**src/rtl/mem_port_arbiter_if.sv**
```systemverilog
// Bus bundle between the IF/MEM requesters, the arbiter and the unified memory port.
//   if_*      : fetch request/response (address, instruction, done pulse)
//   d_*       : MEM-stage request/response (we, address, store data, load data, done pulse)
//   mem_*     : single shared memory port (req/we/addr/wdata out, rdata/ready in)
//   err       : access timed out (pulses with a done)
//   stall_f/m : per-stage freeze requests to the hazard unit
// Modports: slave = arbiter side, master = requesters + memory model side.
interface mem_port_arbiter_if;
    localparam int unsigned W = 32;

    logic         if_req;
    logic [W-1:0] if_addr;
    logic [W-1:0] if_rdata;
    logic         if_done;

    logic         d_req;
    logic         d_we;
    logic [W-1:0] d_addr;
    logic [W-1:0] d_wdata;
    logic [W-1:0] d_rdata;
    logic         d_done;

    logic         err;

    logic         mem_req;
    logic         mem_we;
    logic [W-1:0] mem_addr;
    logic [W-1:0] mem_wdata;
    logic [W-1:0] mem_rdata;
    logic         mem_ready;

    logic         stall_f;
    logic         stall_m;

    modport slave (
        input  if_req, if_addr, d_req, d_we, d_addr, d_wdata, mem_rdata, mem_ready,
        output if_rdata, if_done, d_rdata, d_done, err,
               mem_req, mem_we, mem_addr, mem_wdata, stall_f, stall_m
    );

    modport master (
        output if_req, if_addr, d_req, d_we, d_addr, d_wdata, mem_rdata, mem_ready,
        input  if_rdata, if_done, d_rdata, d_done, err,
               mem_req, mem_we, mem_addr, mem_wdata, stall_f, stall_m
    );
endinterface

```
**src/rtl/mem_port_arbiter.sv**
```systemverilog
// Shares one unified memory port between instruction fetch and the MEM stage.
// Data side wins by default; after MAX_D_STREAK consecutive D grants with a fetch
// waiting, the next grant goes to IF. Each access runs IDLE -> BUSY_x -> RESP -> IDLE,
// and an access with no mem_ready for TIMEOUT busy cycles completes with err and
// the poison word 32'hDEADBEEF.
// Ports: clk, reset_n (async, active-low), bus (mem_port_arbiter_if.slave).
module mem_port_arbiter #(
    parameter int unsigned MAX_D_STREAK = 4,
    parameter int unsigned TIMEOUT      = 64
) (
    input  logic               clk,
    input  logic               reset_n,
    mem_port_arbiter_if.slave  bus
);
    localparam int unsigned STREAK_W = $clog2(MAX_D_STREAK + 1);
    localparam int unsigned TIMER_W  = $clog2(TIMEOUT);
    localparam logic [31:0] ERR_DATA = 32'hDEADBEEF;

    typedef enum logic [1:0] {IDLE, BUSY_I, BUSY_D, RESP} state_t;

    state_t              state;
    logic [STREAK_W-1:0] d_streak;
    logic [TIMER_W-1:0]  timer;
    logic                force_i;
    logic                grant_d;
    logic                grant_i;
    logic                timed_out;

    // Arbitration decision, only acted on in IDLE.
    always_comb begin
        force_i   = bus.if_req && (d_streak == STREAK_W'(MAX_D_STREAK));
        grant_d   = bus.d_req && !force_i;
        grant_i   = bus.if_req && !grant_d;
        timed_out = (timer == TIMER_W'(TIMEOUT - 1));
    end

    // Freeze requests go straight to the hazard unit.
    assign bus.stall_f = bus.if_req & ~bus.if_done;
    assign bus.stall_m = bus.d_req & ~bus.d_done;

    // Access sequencer with registered bus outputs.
    always_ff @(posedge clk or negedge reset_n) begin
        if (!reset_n) begin
            state         <= IDLE;
            d_streak      <= '0;
            timer         <= '0;
            bus.if_rdata  <= '0;
            bus.if_done   <= 1'b0;
            bus.d_rdata   <= '0;
            bus.d_done    <= 1'b0;
            bus.err       <= 1'b0;
            bus.mem_req   <= 1'b0;
            bus.mem_we    <= 1'b0;
            bus.mem_addr  <= '0;
            bus.mem_wdata <= '0;
        end else begin
            bus.if_done <= 1'b0;
            bus.d_done  <= 1'b0;
            bus.err     <= 1'b0;
            case (state)
                IDLE: begin
                    if (grant_d) begin
                        state         <= BUSY_D;
                        timer         <= '0;
                        bus.mem_req   <= 1'b1;
                        bus.mem_we    <= bus.d_we;
                        bus.mem_addr  <= bus.d_addr;
                        bus.mem_wdata <= bus.d_wdata;
                        // Streak only counts D grants that made a fetch wait.
                        if (!bus.if_req) begin
                            d_streak <= '0;
                        end else if (d_streak != STREAK_W'(MAX_D_STREAK)) begin
                            d_streak <= d_streak + STREAK_W'(1);
                        end
                    end else if (grant_i) begin
                        state         <= BUSY_I;
                        timer         <= '0;
                        d_streak      <= '0;
                        bus.mem_req   <= 1'b1;
                        bus.mem_we    <= 1'b0;
                        bus.mem_addr  <= bus.if_addr;
                        bus.mem_wdata <= '0;
                    end
                end
                BUSY_I, BUSY_D: begin
                    // mem_ready beats a coincident timeout.
                    if (bus.mem_ready || timed_out) begin
                        state       <= RESP;
                        bus.mem_req <= 1'b0;
                        bus.err     <= !bus.mem_ready;
                        if (state == BUSY_I) begin
                            bus.if_done  <= 1'b1;
                            bus.if_rdata <= bus.mem_ready ? bus.mem_rdata : ERR_DATA;
                        end else begin
                            bus.d_done  <= 1'b1;
                            bus.d_rdata <= bus.mem_ready ? bus.mem_rdata : ERR_DATA;
                        end
                    end else begin
                        timer <= timer + TIMER_W'(1);
                    end
                end
                RESP: begin
                    state <= IDLE;
                end
                default: begin
                    state <= IDLE;
                end
            endcase
        end
    end
endmodule

```
**src/flat_wrapper.sv**
```systemverilog
// flat-port wrapper written by rule: the top's interface ports become plain ports
module mem_port_arbiter_flat 
#(
    parameter int unsigned MAX_D_STREAK = 4,
    parameter int unsigned TIMEOUT      = 64
)
  (clk, reset_n, bus_if_req, bus_if_addr, bus_d_req, bus_d_we, bus_d_addr, bus_d_wdata, bus_mem_rdata, bus_mem_ready, bus_if_rdata, bus_if_done, bus_d_rdata, bus_d_done, bus_err, bus_mem_req, bus_mem_we, bus_mem_addr, bus_mem_wdata, bus_stall_f, bus_stall_m);
  mem_port_arbiter_if bus_i ();
  input  logic clk;
  input  logic reset_n;
  input wire logic [$bits(bus_i.if_req)-1:0] bus_if_req;
  input wire logic [$bits(bus_i.if_addr)-1:0] bus_if_addr;
  input wire logic [$bits(bus_i.d_req)-1:0] bus_d_req;
  input wire logic [$bits(bus_i.d_we)-1:0] bus_d_we;
  input wire logic [$bits(bus_i.d_addr)-1:0] bus_d_addr;
  input wire logic [$bits(bus_i.d_wdata)-1:0] bus_d_wdata;
  input wire logic [$bits(bus_i.mem_rdata)-1:0] bus_mem_rdata;
  input wire logic [$bits(bus_i.mem_ready)-1:0] bus_mem_ready;
  output wire logic [$bits(bus_i.if_rdata)-1:0] bus_if_rdata;
  output wire logic [$bits(bus_i.if_done)-1:0] bus_if_done;
  output wire logic [$bits(bus_i.d_rdata)-1:0] bus_d_rdata;
  output wire logic [$bits(bus_i.d_done)-1:0] bus_d_done;
  output wire logic [$bits(bus_i.err)-1:0] bus_err;
  output wire logic [$bits(bus_i.mem_req)-1:0] bus_mem_req;
  output wire logic [$bits(bus_i.mem_we)-1:0] bus_mem_we;
  output wire logic [$bits(bus_i.mem_addr)-1:0] bus_mem_addr;
  output wire logic [$bits(bus_i.mem_wdata)-1:0] bus_mem_wdata;
  output wire logic [$bits(bus_i.stall_f)-1:0] bus_stall_f;
  output wire logic [$bits(bus_i.stall_m)-1:0] bus_stall_m;
  assign bus_i.if_req = bus_if_req;
  assign bus_i.if_addr = bus_if_addr;
  assign bus_i.d_req = bus_d_req;
  assign bus_i.d_we = bus_d_we;
  assign bus_i.d_addr = bus_d_addr;
  assign bus_i.d_wdata = bus_d_wdata;
  assign bus_i.mem_rdata = bus_mem_rdata;
  assign bus_i.mem_ready = bus_mem_ready;
  assign bus_if_rdata = bus_i.if_rdata;
  assign bus_if_done = bus_i.if_done;
  assign bus_d_rdata = bus_i.d_rdata;
  assign bus_d_done = bus_i.d_done;
  assign bus_err = bus_i.err;
  assign bus_mem_req = bus_i.mem_req;
  assign bus_mem_we = bus_i.mem_we;
  assign bus_mem_addr = bus_i.mem_addr;
  assign bus_mem_wdata = bus_i.mem_wdata;
  assign bus_stall_f = bus_i.stall_f;
  assign bus_stall_m = bus_i.stall_m;
  mem_port_arbiter #(.MAX_D_STREAK(MAX_D_STREAK), .TIMEOUT(TIMEOUT)) u_core (.clk(clk), .reset_n(reset_n), .bus(bus_i));
endmodule
```
**config.mk**
```make
export PLATFORM = sky130hd
export DESIGN_NAME = mem_port_arbiter_flat
export DESIGN_NICKNAME = d
export VERILOG_FILES = /design/src/rtl/mem_port_arbiter_if.sv /design/src/rtl/mem_port_arbiter.sv /design/src/flat_wrapper.sv
export SDC_FILE = /design/constraint.sdc
export NUM_CORES = 1
export LEC_CHECK = 0
export CAP_MARGIN = 25
export CORE_MARGIN = 2
export CORE_UTILIZATION = 45
export DETAILED_ROUTE_END_ITERATION = 10
export PLACE_DENSITY = 0.83
export SYNTH_ARGS = -nofsm -noshare
export SYNTH_HDL_FRONTEND = slang
export SYNTH_SLANG_ARGS = --single-unit
```
**constraint.sdc**
```tcl
create_clock -name clk -period 3.8 [get_ports clk]
set_clock_uncertainty 0.1 [all_clocks]
set_input_delay 0.76 -clock clk [delete_from_list [all_inputs] [get_ports clk]]
set_output_delay 0.76 -clock clk [all_outputs]
set_load 0.02 [all_outputs]
```
## Yosys cells after proc, flatten, opt, wreduce, memory -nomap -nowiden

Cells that the tools add are included.
Widths: inputs -> output; s select.

| cells by class | value |
|---|---|
| reductions and logical operators | 18 |
| $lt $le $gt $ge | 0 |
| equal/unequal tests | 10 |
| shift-type cells | 0 |
| multiplexer cells | 31 |
| add/subtract/negate cells | 2 |
| bitwise gates (word level) | 5 |
| multipliers | 0 |
| divide/modulo/power cells | 0 |

Operators with widths:

| cell | count |
|---|---|
| $mux 32 | 5 |
| $mux 6 | 3 |
| $reduce_and 3->1 | 5 |
| $mux 1 | 13 |
| $mux 3 | 4 |
| $pmux 6 s2 | 1 |
| $add 6x1->6 const B | 1 |
| $eq 6x6->1 const B | 1 |
| $mux 2 | 3 |
| $ne 3x3->1 const B | 2 |
| $pmux 2 s3 | 1 |
| $eq 2x2->1 const B | 2 |
| $reduce_and 2->1 | 2 |
| $reduce_bool 2->1 | 2 |
| $add 3x1->3 const B | 1 |
| $eq 3x3->1 const B | 1 |
| $logic_and 1x1->1 | 3 |
| $logic_not 1->1 | 3 |
| $ne 3x1->1 const B | 1 |
| $not 1->1 | 3 |
| $and 1x1->1 | 2 |
| $eq 2x1->1 const B | 1 |
| $logic_not 2->1 | 1 |
| $ne 2x1->1 const B | 1 |
| 4 further kinds | 4 |

| word-level totals | value |
|---|---|
| memories kept | 0 |
| bits of input ports | 134 |
| bits in registers | 144 |
| output and inout bits | 135 |
| RAM bits | 0 |
| latch bits | 0 |
| memory bits (read-only) | 0 |
| word-level logic and storage cells | 78 |

## Logic depth before layout (Yosys ltp)

Gate-level depths: netlist of the first run.

| depth | value |
|---|---|
| depth in word-level cells | 9 |
| gate-level depth with buffers | 8 |
| depth with buffers taken out | 6 |

## Least setup slack after synthesis of the first run

No wires, ideal clock.

| timing path | value |
|---|---|
| kind | in2out |
| start point | input bus_if_req |
| end point | output bus_stall_f |
| required time | 2.940 ns |
| path buffers | 1 |
| arrival | 1.246 ns |
| setup slack | 1.694 ns |
| stages on the path | 2 |
| path through | buf_2 -> nor2b_1 |

| between the ends | value |
|---|---|
| word-level cells in the longest chain between the ends | 1 |

Ends and longest elaborated chain:

| what | RTL line | source |
|---|---|---|
| start, declared | flat_wrapper.sv:11 | `input wire logic [$bits(bus_i.if_req)-1:0] bus_if_req;` |
| $and 1x1->1 | mem_port_arbiter.sv:38 | `assign bus.stall_f = bus.if_req & ~bus.if_done;` |
| end, declared | flat_wrapper.sv:28 | `output wire logic [$bits(bus_i.stall_f)-1:0] bus_stall_f;` |

No other way between the ends.

## Worst setup path after layout of the first run

Same ends and word-level chain as after synthesis.

==> results.toml, run 1 <==
[finish]
fillerInstances = 927
syn_to_final_growth_pct = 54.9
final_core_util = 0.706
drive_gt1_frac = 0.0686
multiInputGateArea_um2 = 2060
nets = 944
num_antenna_cells = 0
design_area_um2 = 9230
register_area_um2 = 3600

[timing]
hold_violations = 0
rsz0062_at_grt = "no"
finalSetupViolations = 0
layout_min_cycle_time_ps = 3120
final_max_slew_viol_count = 0
maxClockFrequency_mhz = 321
worstMarginPinSlew_ps = 931
relSlewSlack = 0.378
setup_slack_ps = 683
final.period_utilization = 0.820
setup-tns-final_ps = 0

[setup_path]
end_kind = "primary output"
worstPathRequired_ps = 2940
critPathTopFamily = "buffers and inverters"
crit_start = "bus_if_req"
regToRegSetupSlack_ps = 1650
cpMostUsedCell = "clkdlybuf4s50_1"
r2r_end = "u_core.bus.mem_addr[20]"
crit_chain = "clkdlybuf4s50_1 > nor2b_1 > clkdlybuf4s50_1"
rr_worst_depth = 6
critPathKind = "in -> out"
max_stage_delay_ps = 660
cp_max_fo = 8
arrival_ps = 2260
start_kind = "primary input"
rr_startpoint = "u_core.state[0]"
worst-path-buf-inv = 2
slowest_stage = "clkdlybuf4s50_1"

[routing]
wl_um = 17200
drt_iter0_markers = 330
drc = 0
drtAntennaViolNets = 0
viasPerCell = 5.23
avgRoutedWirePerCell_um = 17.3
vias = 5187
first_pass_iters = 7

[floorplan]
die_y_um = 119
die-area_um2 = 14200
start_util = 0.456
core_area_um2 = 13100
die_w_um = 119
pin_count = 269
row_count = 42

[power_and_ir_drop]
cellLeakagePower_nw = 3.86
power_density_nw_per_um2 = 894
peakVddDrop_mv = 0.435

[synthesis]
yosysMostFrequentCell = "dfrtp_1"
syn_inst = 550
synth_ff_type = "dfrtp_1"
yosysSeqAreaShare = 0.605
synth.largest_area_cell = "dfrtp_1"
synth-async-reset-ratio = 1.00
syn-num-nets = 691
ys_top_cells_by_count = "144 x dfrtp_1, 140 x nand2_1, 40 x o22a_1, 35 x nor2_1, 35 x o21ai_0"
yosys-top-cells-area = "dfrtp_1 60%, nand2_1 8.8%, o22a_1 5.9%, a31oi_1 3.5%, o21ai_0 2.9%"
synth_area_um2 = 5960
yosysWarnings = 0
synth.distinct_cells = 42
synth_edf_count = 0
synth-seq-cells = 144
netlist.area_leader.share = 0.605
avgSynthCellArea_um2 = 10.8

[clock_network]
cts.sinks = 144
cts_tree = "done"
ctsRootBufferMaster = "clkbuf_16"
htree_levels = 4
clk_pin_slew_worst_paths_ps = 60
holdBufCountCts = 0
cts_inserted_buffers = 17
cts_buffer_depth = 2
worstSkewPairLatency_ps = 420
cts_resized = 0
cts_setup_buffers = 0

[placement]
dp_worst_setup_slack_ps = 695
portBuffers = 268
dpl_cell_area_um2 = 8670
routabilityCongestion = 0.886
dp_hpwl_um = 12000

[global_route]
grt_max_degree = 87
grt-ovfl-total = 0
grt_pass1_vias = 5155
grt_pass1_wl_um = 27000
antenna_found_initial = 0
grt_use_total = 0.245

[flow_run]
drv_cap = 0

[run_status]
status = "finished clean"

[hold_path]
worst_hold_path_type = "in -> async"
[sequential cells by signal, summed over array words and instances, names as in the netlist]
signal / flops
u_core.timer: 6
u_core.bus.d_rdata: 32
u_core.state: 2
u_core.bus.if_rdata: 32
u_core.bus.mem_req: 1
u_core.bus.err: 1
u_core.bus.mem_wdata: 32
u_core.bus.d_done: 1
u_core.bus.mem_addr: 32
u_core.bus.if_done: 1
u_core.bus.mem_we: 1
u_core.d_streak: 3
[per-stage QoR]
stage          hold WS [ps]  power (mW)  cells
2_1_floorplan           364        4.80    550
3_3_place_gp            363        6.57    960
3_5_place_dp            370        6.70    960
4_1_cts                 328        8.31    992
5_1_grt                 361        8.69    992
6_report                291        8.26    992
[cell type report]
type / instances / area share
tap: 176 / 0.0239
clock inverter: 11 / 0.0125
inverter: 8 / 0.00325
clock buffer: 21 / 0.0488
multi-input combinational: 358 / 0.223
sequential: 144 / 0.390
timing repair buffer: 274 / 0.298
[power breakdown]
group	internal, mW	leakage [nW]	total (mW)	switching [mW]
Combinational	1.90	1.86	3.99	2.09
Clock	0.976	0.280	1.58	0.606
Sequential	2.27	1.72	2.68	0.414
[cell usage in the layout, fill, tap and decap left out, types with 2 or more instances in the layout]
cell / netlist / final
nor4_1: 2 / 2
and2_1: 3 / 3
a22o_1: 18 / 18
nor2_1: 35 / 35
dfrtp_1: 144 / 144
o21ai_2: 1 / 2
inv_1: 8 / 8
nor2b_1: 3 / 3
o22a_1: 40 / 40
bufinv_16: 0 / 2
buf_4: 0 / 4
nand2_1: 140 / 139
a31oi_1: 33 / 33
and2_4: 2 / 2
mux2i_1: 2 / 2
o21ai_0: 35 / 35
nand3_1: 5 / 5
clkdlybuf4s50_1: 0 / 267
o22ai_1: 2 / 2
and3_2: 2 / 2
clkinv_4: 0 / 2
clkinv_2: 0 / 6
clkbuf_1: 11 / 3
clkbuf_16: 0 / 17
ha_1: 7 / 7
o22a_2: 8 / 8
mux2_1: 2 / 2
buf_12: 4 / 2
[worst reg2reg max path, delay by kind of cell, from the launching register on]
kind,cells,cell delay [ps]
simple gates,1,80
buf+inv,2,390
flops,1,390
compound gates,2,810
fa+ha+maj,1,290
[how the worst max path moves through the flow]
stage                  endpoint  slack [ps]  cells after the start
detailed placement  bus_stall_f         690                      3
finish              bus_stall_f         680                      3
global route        bus_stall_m         650                      3
floorplan           bus_stall_f        1690                      2
global placement    bus_stall_f         700                      3
CTS                 bus_stall_f         700                      3
[logic make-up after synthesis]
group	after synthesis	synth area share
AND/OR/NAND/NOR	197	0.135
AO/OA/AOI/OAI	148	0.183
flip-flops	144	0.605
buffers and inverters	48	0.0523
adder cells (fa/ha/maj)	7	0.0147
multiplexers	5	0.00903
XOR/XNOR	1	0.00147
[routing by layer]
layer  vias up  GRT usage  share of wire
li1       2424          -              -
met1      2520      0.303           0.40
met2       196      0.399           0.51
met3        47     0.0589          0.053
met4         0      0.128          0.041
met5         -          0              0
Power figures use the tool's default switching activity.
==> inputs of run 2 (changes only) <==
- CORE_UTILIZATION: 45 -> 38
- PLACE_DENSITY: 0.83 -> 0.74
- clock period: 3.8 -> 2.5 ns (I/O delays scaled with it)
==> run 2 against run 1 <==
  * Critical path depth is the same
  * Sequential power increased by 52%
  * Global-route usage shrank 3.9 points
  * First-iteration DRC count shrank 0.61%
  * Critical endpoint is now bus_stall_m
  * Die area up 18%
  * Design area rose by 1.5%
  * Register-to-register slack got worse by 1200 ps
  * Highest routed layer unchanged
  * Final cell count grew 4.4%
  * Count of clock-buffer cells in the layout down 3
  * Routed wire length increased by 2.0%
  * Largest power group unchanged
==> results.toml, run 2 (synthesized netlist as in run 1, its figures left out) <==
[global_route]
grt_pass1_wl_um = 26900
grt_max_degree = 66
grt-ovfl-total = 0
grt_use_total = 0.206
antenna_found_initial = 0
grt_pass1_vias = 5236

[clock_network]
cts_resized = 0
clk_pin_slew_worst_paths_ps = 60
htree_levels = 4
worstSkewPairLatency_ps = 420
ctsRootBufferMaster = "clkbuf_16"
holdBufCountCts = 1
cts_buffer_depth = 2
cts_tree = "done"
cts.sinks = 144
cts_inserted_buffers = 17
cts_setup_buffers = 0

[power_and_ir_drop]
peakVddDrop_mv = 0.553
power_density_nw_per_um2 = 1340
cellLeakagePower_nw = 3.91
total_power_mw = 12.5

[finish]
multiInputGateArea_um2 = 2050
final_cells = 1036
mostFrequentLayoutCells = "267 x clkdlybuf4s50_1, 144 x dfrtp_1, 139 x nand2_1"
fillerInstances = 1235
num_antenna_cells = 0
final_core_util = 0.614
drive_gt1_frac = 0.0812
register_area_um2 = 3600
layout_commonest_cell = "clkdlybuf4s50_1"
syn_to_final_growth_pct = 57.2
nets = 953

[hold_path]
holdPathStages = 2
hold_path_end = "u_core.bus.mem_wdata[22]"
hp-start = "u_core.bus.mem_wdata[22]"
worst_hold_path_type = "reg -> reg"

[timing]
setup-tns-final_ps = 0
finalSetupViolations = 0
rsz0062_at_grt = "no"
maxClockFrequency_mhz = 417
final_max_slew_viol_count = 0
hold_violations = 0
final.period_utilization = 0.959
worstMarginPinSlew_ps = 609
layout_min_cycle_time_ps = 2400
relSlewSlack = 0.593

[setup_path]
worstPathRequired_ps = 1900
rr_worst_depth = 5
r2r_end = "u_core.timer[0]"
arrival_ps = 1800
crit_chain = "clkdlybuf4s50_1 > nor2b_1 > clkdlybuf4s50_1"
rr_startpoint = "u_core.state[0]"
cp_max_fo = 2
end_kind = "primary output"
max_stage_delay_ps = 640
regToRegSetupSlack_ps = 440
cpMostUsedCell = "clkdlybuf4s50_1"
critPathKind = "in -> out"
start_kind = "primary input"
slowest_stage = "clkdlybuf4s50_1"

[placement]
portBuffers = 268
routabilityCongestion = 0.871
placed_cells = 1003
dp_hpwl_um = 12500

[routing]
drt_iter0_markers = 328
first_pass_iters = 4
vias = 5240
avgRoutedWirePerCell_um = 16.9
wl_um = 17500
drtAntennaViolNets = 0
drc = 0
viasPerCell = 5.06

[floorplan]
die_w_um = 129
pin_count = 269
die-area_um2 = 16700
core_area_um2 = 15300
die_y_um = 129
row_count = 45
start_util = 0.391

[run_status]
status = "finished clean"

[flow_run]
drv_cap = 0
[run 2: per-layer routing]
| metal | share of wire | global-route usage |
|---|---|---|
| met4 | 0.029 | 0.0825 |
| met5 | 0 | 0 |
| met2 | 0.51 | 0.353 |
| met3 | 0.055 | 0.0495 |
| met1 | 0.40 | 0.251 |
[run 2: stage by stage]
stage / hold WS (ps) / cell area, um2 / setup slack, ps
after CTS: 384 / 9370 / 79.8
after floorplan: 104 / 5960 / 713
after detailed placement: 370 / 8810 / 79.8
after global placement: 362 / 8810 / 58.7
final: 383 / 9370 / 102
after global routing: 401 / 9370 / 61.6
[run 2: layout make-up]
type                            count  share of cell area
Clock buffer                       18              0.0469
Clock inverter                     14              0.0115
Inverter                            8             0.00320
Multi-Input combinational cell    358               0.219
Sequential cell                   144               0.385
Tap cell                          211              0.0282
Timing Repair Buffer              283               0.307
[run 2: worst max-delay path, delay by kind of cell]
family	cells	cell delay, ps
buf+inv	2	1150
simple gates	1	140
[run 2: how the worst max path moves through the flow]
stage	from	end
floorplan	u_core.state[0]	u_core.timer[5]
global placement	bus_d_req	bus_stall_m
detailed placement	bus_d_req	bus_stall_m
CTS	bus_d_req	bus_stall_m
global route	bus_d_req	bus_stall_m
finish	bus_d_req	bus_stall_m
[run 2: power by group]
part	internal (mW)	switching [mW]	leakage (nW)
clock	1.30	1.00	0.263
sequential	3.45	0.636	1.72
combinational	2.96	3.20	1.92
total	7.71	4.84	3.91
